<file path="src/rtl/pwm_duty_meas.sv">
// PWM receiver: measures high width, period and 8-bit duty between rising edges,
// with stuck-high/low timeout. Optional glitch filter: define PWM_MEAS_GLITCH_FILT_EN.
module pwm_duty_meas #(
  parameter int CNT_W    = 16,
  parameter int TIMEOUT  = 512,
  parameter int FILT_LEN = 3
) (
  input  logic             clk,
  input  logic             rst_n,
  input  logic             pwm_in,
  output logic             meas_valid,
  output logic [CNT_W-1:0] high_cnt,
  output logic [CNT_W-1:0] period_cnt,
  output logic [7:0]       duty,
  output logic             stuck_hi,
  output logic             stuck_lo
);

  // state | meaning
  // ACQ   | no reference rising edge seen yet
  // MEAS  | reference edge held, each rise closes a period
  // STUCK | no rise for TIMEOUT cycles, flags report the level
  typedef enum logic [1:0] {ACQ, MEAS, STUCK} state_t;

  localparam logic [CNT_W-1:0] CNT_MAX = '1;
  localparam logic [CNT_W-1:0] TO_LAST = CNT_W'(TIMEOUT - 1);

  if (FILT_LEN < 2 || CNT_W < 9 || TIMEOUT >= (2 ** CNT_W)) begin : g_param_chk
    $error("pwm_duty_meas: need FILT_LEN>=2, CNT_W>=9, TIMEOUT<2**CNT_W");
  end

  logic             sync1, sync2, pwm_s, pwm_d, rise, timeout;
  logic [CNT_W-1:0] per_c, hi_c, hi_m1, period_meas;
  logic [7:0]       duty_meas;
  state_t           state, state_nx;
  logic             valid_nx, hi_nx, lo_nx;
  logic [CNT_W-1:0] high_nx, period_nx;
  logic [7:0]       duty_nx;

  always_ff @(posedge clk or negedge rst_n) begin
    if (!rst_n) begin
      sync1 <= 1'b0;
      sync2 <= 1'b0;
    end else begin
      sync1 <= pwm_in;
      sync2 <= sync1;
    end
  end

`ifdef PWM_MEAS_GLITCH_FILT_EN
  localparam int FC_W = $clog2(FILT_LEN) + 1;
  logic [FC_W-1:0] filt_cnt;
  logic            pwm_f;

  // sync1 is the look-ahead sample, so a change is taken after FILT_LEN pwm_in samples
  always_ff @(posedge clk or negedge rst_n) begin
    if (!rst_n) begin
      filt_cnt <= '0;
      pwm_f    <= 1'b0;
    end else if (sync2 != pwm_f && sync1 == sync2) begin
      if (filt_cnt == FC_W'(FILT_LEN - 2)) begin
        pwm_f    <= sync2;
        filt_cnt <= '0;
      end else begin
        filt_cnt <= filt_cnt + 1'b1;
      end
    end else begin
      filt_cnt <= '0;
    end
  end

  assign pwm_s = pwm_f;
`else
  assign pwm_s = sync2;
`endif

  assign rise    = pwm_s & ~pwm_d;
  assign timeout = (per_c == TO_LAST) && !rise;

  always_ff @(posedge clk or negedge rst_n) begin
    if (!rst_n) begin
      pwm_d <= 1'b0;
      per_c <= '0;
      hi_c  <= '0;
    end else begin
      pwm_d <= pwm_s;
      if (rise) begin
        per_c <= '0;
        hi_c  <= CNT_W'(1);
      end else begin
        if (per_c != CNT_MAX) per_c <= per_c + 1'b1;
        if (pwm_s && hi_c != CNT_MAX) hi_c <= hi_c + 1'b1;
      end
    end
  end

  assign hi_m1       = hi_c - 1'b1;
  assign period_meas = (per_c == CNT_MAX) ? CNT_MAX : per_c + 1'b1;
  assign duty_meas   = (hi_c == '0) ? 8'h00 :
                       (|hi_m1[CNT_W-1:8]) ? 8'hFF : hi_m1[7:0];

  always_ff @(posedge clk or negedge rst_n) begin
    if (!rst_n) state <= ACQ;
    else        state <= state_nx;
  end

  always_comb begin
    state_nx  = state;
    valid_nx  = 1'b0;
    high_nx   = high_cnt;
    period_nx = period_cnt;
    duty_nx   = duty;
    hi_nx     = stuck_hi;
    lo_nx     = stuck_lo;
    case (state)
      ACQ, MEAS: begin
        if (rise) begin
          state_nx = MEAS;
          if (state == MEAS) begin
            valid_nx  = 1'b1;
            high_nx   = hi_c;
            period_nx = period_meas;
            duty_nx   = duty_meas;
          end
        end else if (timeout) begin
          state_nx = STUCK;
          valid_nx = 1'b1;
          hi_nx    = pwm_s;
          lo_nx    = ~pwm_s;
          duty_nx  = pwm_s ? 8'hFF : 8'h00;
        end
      end
      STUCK: begin
        if (rise) begin
          state_nx = MEAS;
          hi_nx    = 1'b0;
          lo_nx    = 1'b0;
        end
      end
      default: state_nx = ACQ;
    endcase
  end

  always_ff @(posedge clk or negedge rst_n) begin
    if (!rst_n) begin
      meas_valid <= 1'b0;
      high_cnt   <= '0;
      period_cnt <= '0;
      duty       <= 8'h00;
      stuck_hi   <= 1'b0;
      stuck_lo   <= 1'b0;
    end else begin
      meas_valid <= valid_nx;
      high_cnt   <= high_nx;
      period_cnt <= period_nx;
      duty       <= duty_nx;
      stuck_hi   <= hi_nx;
      stuck_lo   <= lo_nx;
    end
  end

endmodule

</file>
<file path="config.mk">
export PLATFORM = sky130hd
export DESIGN_NAME = pwm_duty_meas
export DESIGN_NICKNAME = d
export VERILOG_FILES = /design/src/rtl/pwm_duty_meas.sv
export SDC_FILE = /design/constraint.sdc
export NUM_CORES = 1
export LEC_CHECK = 0
export BUFFER_PORTS_ARGS = -buffer_cell sky130_fd_sc_hd__clkbuf_2
export CORE_ASPECT_RATIO = 0.9
export CORE_MARGIN = 4
export CORE_UTILIZATION = 60
export CTS_CLUSTER_DIAMETER = 100
export CTS_CLUSTER_SIZE = 14
export DETAILED_ROUTE_END_ITERATION = 16
export MAX_ROUTING_LAYER = met4
export PLACE_DENSITY = 0.82
export SYNTH_ARGS = -nofsm -noshare
export SYNTH_HDL_FRONTEND = slang
export SYNTH_SLANG_ARGS = --single-unit
</file>
<file path="constraint.sdc">
create_clock -name clk -period 6.4 [get_ports clk]
set_clock_uncertainty 0.15 [all_clocks]
set_input_delay 0.32 -clock clk [delete_from_list [all_inputs] [get_ports clk]]
set_output_delay 0.32 -clock clk [all_outputs]
set_load 0.02 [all_outputs]
</file>
* Word level (Yosys, flattened, before mapping) *
Cells that the tools add are included.

word-level totals
  input bits = 3
  register bits = 80
  output and inout bits = 43

cells by class
  eq/ne operators = 11
  mux-type cells = 26
  bitwise operators = 3
  reductions and logical operators = 15
  $add $sub $neg = 3

operator list
  kind                                                   count
  2-to-1 mux 16 bit                                      5
  2-to-1 mux 8 bit                                       6
  adder 16 x 1 -> 16 bit, second input constant          2
  inequality test 16 bit, second input constant          2
  == test 16 bit, second input constant                  1
  == test 16 x 9 -> 1 bit, second input constant         1
  zero test 16 bit                                       1
  subtractor 16 x 1 -> 16 bit, second input constant     1
  2-to-1 mux 1 bit                                       9
  nonzero test 2 bit                                     4
  OR reduction 8 bit                                     1
  2-to-1 mux 2 bit                                       3
  inequality test 2 bit, second input constant           3
  AND reduction 3 bit                                    2
  case mux 1 bit (2 select lines)                        2
  case mux 2 bit (2 select lines)                        1
  AND reduction 4 bit                                    1
  inequality test 3 bit, second input constant           1
  == test 2 x 1 -> 1 bit, second input constant          1
  == test 2 bit, second input constant                   1
  logical AND 1 bit                                      2
  zero test 2 bit                                        1
  inequality test 2 x 1 -> 1 bit, second input constant  1
  inverter 1 bit                                         2
  other kinds (4)                                        4

* Logic depth before layout (Yosys ltp) *
  depth after elaboration = 7
  mapped depth = 9
  gate-level depth less buffers = 8

* Worst setup path before layout *
No wires, ideal clock.

  kind = flip-flop to flip-flop
  start = register hi_c[0]
  end = register duty[3]
  slack = 3653 ps
  stages on the path, launching flop included = 10
  period minus slack after synthesis = 2747 ps
  setup time = 142 ps
  buffers on the path = 1
  required time = 6108 ps
  arrival time = 2455 ps
  cell sequence = dfrtp_1 inv_1 ha_1 or3b_1 clkbuf_2 or4_4 o22a_1 o32a_1 nor4b_4 a31oi_1

on the way
  longest elaborated chain between the ends = 6
  elaborated cells on any way between the ends = 7
  classes of those cells = add/sub: 1; mux: 4; reduce/logical: 2

ends and longest elaborated chain
  what                         RTL line  source
  start: declaration           33        logic [CNT_W-1:0] per_c, hi_c, hi_m1, period_meas;
  start signal: assignment     92        if (pwm_s && hi_c != CNT_MAX) hi_c <= hi_c + 1'b1;
  subtractor 16 x 1 -> 16 bit  97        assign hi_m1 = hi_c - 1'b1;
  OR reduction 8 bit           100       (|hi_m1[CNT_W-1:8]) ? 8'hFF : hi_m1[7:0];
  2-to-1 mux 8 bit             100
  2-to-1 mux 8 bit *           99        assign duty_meas = (hi_c == '0) ? 8'h00 :
  2-to-1 mux 8 bit *           119       if (state == MEAS) begin
  2-to-1 mux 8 bit *           117       if (rise) begin
  end signal: assignment       156       duty <= duty_nx;
  end: declaration             14        output logic [7:0] duty,

Mark *: on every way between the ends. The rest lies on a longest branch, timed or not. The select of a mux whose other input is x is not followed.
A chain may end at the register's enable or synchronous reset.

* Final worst setup path *
Ends and elaborated chain as after synthesis.

==> metrics.md <==
| Metric | Value |
|---|---|
| Outcome | `complete, but fails checks` |
| Failing checks | `negative hold slack` |
| Final Hold Viols | `66` |
| FF-to-FF Start | `hi_c[0]$_DFFE_PN0P_` |
| Max Cap Viol | `0` |
| Final setup viols | `0` |
| Min-Delay Path Class | `in -> async` |
| Req. time, crit path | `6470 ps` |
| RSZ-0062 raised after global routing | `false` |
| Post-CTS Setup Inserts | `0` |
| I/O pin cnt | `46` |
| Most common cell after layout, fill and taps aside | `dfrtp_1` |
| YS warnings | `0` |
| Core Area | `5860 µm²` |
| Hpwl dp | `5520 µm` |
| Initial Utilization | `0.635` |
| Critical Path AT | `3140 ps` |
| CTS Buffer Depth | `2` |
| CTS tree | `done` |
| Via count | `3042` |
| # nets final | `443` |
| Share of post-route cells with drive strength above 1 | `0.152` |
| Register bit total from synthesis | `80` |
| Cells after Synth | `401` |
| Slew @ Worst Pin | `966 ps` |
| Fmax | `326 MHz` |
| Total global routing overflow | `0` |
| Top cells by area, synth | `dfrtp_1 54%, nand2_1 7.5%, o21ai_0 4.4%, nor2_1 4.2%, nand3_1 2.8%` |
| Antenna-violating nets left | `0` |
| Final wirelength | `7960 µm` |
| Hold slack | `-34.7 ps` |
| Synth top area share | `0.539` |
| CP Class | `reg -> reg` |
| Diodes inserted | `0` |
| Setup WS post-layout | `3330 ps` |
| Sequential share of the synthesized area | `0.539` |
| First-pass GRT wire length | `13900 µm` |
| Area leader, netlist | `dfrtp_1` |
| Avg WL per Cell | `15.5 µm` |
| FFs w/ async S/R, synth | `1.00` |
| Mapped Nets | `407` |
| Peak supply drop | `0.186 mV` |
| DP Worst Slack | `3360 ps` |
| Chip Width | `91.0 µm` |
| Power per cell area | `291 nW/µm²` |
| Clock root cell | `clkbuf_8` |
| DR iter-0 viols | `193` |
| GRT Util Overall | `0.241` |
| R2R Setup Slk | `3330 ps` |
| Max-slew violation count | `0` |
| # rows | `26` |
| Layout Area Growth over Synthesis | `11.3%` |
| Fin crit period | `3070 ps` |
| Slew headroom | `0.356` |
| Post-synth EDFFs | `0` |
| Clock transition at the registers of the reported paths | `80 ps` |
| Setup TNS | `0 ps` |
| Routability cong. | `0.887` |
| PortBufs | `45` |
| Die footprint | `7520 µm²` |
| Most frequent cells in the layout | `80 x dfrtp_1, 74 x nand2_1, 44 x clkbuf_2` |
| Critical path capture point type | `flip-flop` |
| Period utilisation layout | `0.479` |
| Cell area after synthesis | `3720 µm²` |
| Crit Reg-Reg Endpoint | `duty[3]$_DFFE_PN0P_` |
| Number of global-route vias before repair | `2966` |
| Worst-Skew Late Latency | `360 ps` |
| R2R depth | `8` |
| Die H | `82.7 µm` |
| Largest net degree at the start of global routing | `81` |
| DR pass1 iterations | `4` |
| Pleak | `0.00201 µW` |
| Drt drc | `0` |
| CTS Sinks | `80` |
| Drt via density | `5.94` |
| Mean Syn Cell Area | `9.27 µm²` |
| CTS H-tree lvls | `3` |
| CP Max Fanout | `8` |
| Antenna violations before repair | `0` |
| Total CTS buffers | `9` |
| Setup crit start kind | `flip-flop` |
| Most common flop cell mapped by yosys | `dfrtp_1` |
| Yosys cell types | `45` |
[cell families (layout without fill, tap and decap cells)]
logic type / Yosys count / in the layout / synth area share
flip-flops: 80 / 80 / 0.539
XOR/XNOR: 22 / 22 / 0.0519
adder cells (fa/ha/maj): 3 / 3 / 0.0101
multiplexers: 4 / 4 / 0.0108
AND/OR/NAND/NOR: 189 / 189 / 0.243
buffers and inverters: 34 / 75 / 0.0377
AO/OA/AOI/OAI: 69 / 69 / 0.108
[synth_stat cells, drive strengths merged, types with 4 or more instances]
library cell and instances:
nor2 43, nand3 21, xor2 10, or4 6, buf 5, o21ai 33
inv 10, nor4 4, clkbuf 19, nand4 9, xnor2 12, a31oi 5
nand2b 4, nand2 74, dfrtp 80, a21oi 17, nor3 6, and3 5
and2 4, mux2i 4
[routing by layer]
layer / track usage / part of all wire
met1: 0.304 / 0.45
met2: 0.384 / 0.48
met3: 0.0607 / 0.059
met4: 0.0889 / 0.011
met5: - / 0
[power breakdown]
group | switching (µW) | leakage, µW | internal [µW]
logic | 169 | 0.000864 | 96.2
registers | 49.9 | 0.00107 | 561
clock network | 179 | 0.0000813 | 150
total | 398 | 0.00201 | 807
[critical path: stages (launching register included)]
cell,delay [ps]
dfrtp_1,440
inv_1,130
ha_1,200
or3b_1,490
or4_4,460
o22a_1,230
o32a_1,210
nor4b_4,460
a31oi_1,150
[worst max-delay path by stage]
stage	slack, ps	from	endpoint	depth (start not counted)
2_1_floorplan	3650	hi_c[0]$_DFFE_PN0P_	duty[3]$_DFFE_PN0P_	9
5_1_grt	3220	hi_c[0]$_DFFE_PN0P_	duty[3]$_DFFE_PN0P_	8
3_5_place_dp	3360	hi_c[0]$_DFFE_PN0P_	duty[3]$_DFFE_PN0P_	8
3_3_place_gp	3530	hi_c[0]$_DFFE_PN0P_	duty[3]$_DFFE_PN0P_	8
6_report	3330	hi_c[0]$_DFFE_PN0P_	duty[3]$_DFFE_PN0P_	8
4_1_cts	3340	hi_c[0]$_DFFE_PN0P_	duty[3]$_DFFE_PN0P_	8
[stage by stage]
| step | area (µm²) | util | cells | power (µW) |
|---|---|---|---|---|
| 6_report | 4140 | 0.706 | 512 | 1200 |
| 5_1_grt | 4140 | 0.706 | 512 | 1270 |
| 4_1_cts | 4140 | 0.706 | 512 | 1220 |
| 3_5_place_dp | 3950 | 0.675 | 495 | 885 |
| 3_3_place_gp | 3950 | 0.675 | 495 | 872 |
| 2_1_floorplan | 3720 | - | 401 | 798 |
[cell type report]
| class | instances | area (µm²) |
|---|---|---|
| flip-flops and latches | 80 | 2000 |
| fillers | 461 | 1720 |
| multi-input cells | 287 | 1570 |
| repair buffers | 49 | 260 |
| clock buffers | 11 | 141 |
| well taps | 70 | 87.6 |
| inverters | 10 | 37.5 |
| clock inverters | 5 | 32.5 |
[sequential cells by signal, indices dropped and copies added (netlist names)]
signal      cells
period_cnt     16
pwm_d           1
meas_valid      1
stuck_hi        1
hi_c           16
stuck_lo        1
duty            8
per_c          16
sync1           1
state           2
pwm_s           1
high_cnt       16
[repair_timing]
item,4_1_cts,5_1_grt
hold buffers,1,0
gates resized for setup,0,0
hold endpoints to repair,1,0
endpoints found under the setup margin,0,0
No activity file was read; power rests on OpenSTA's default activity.
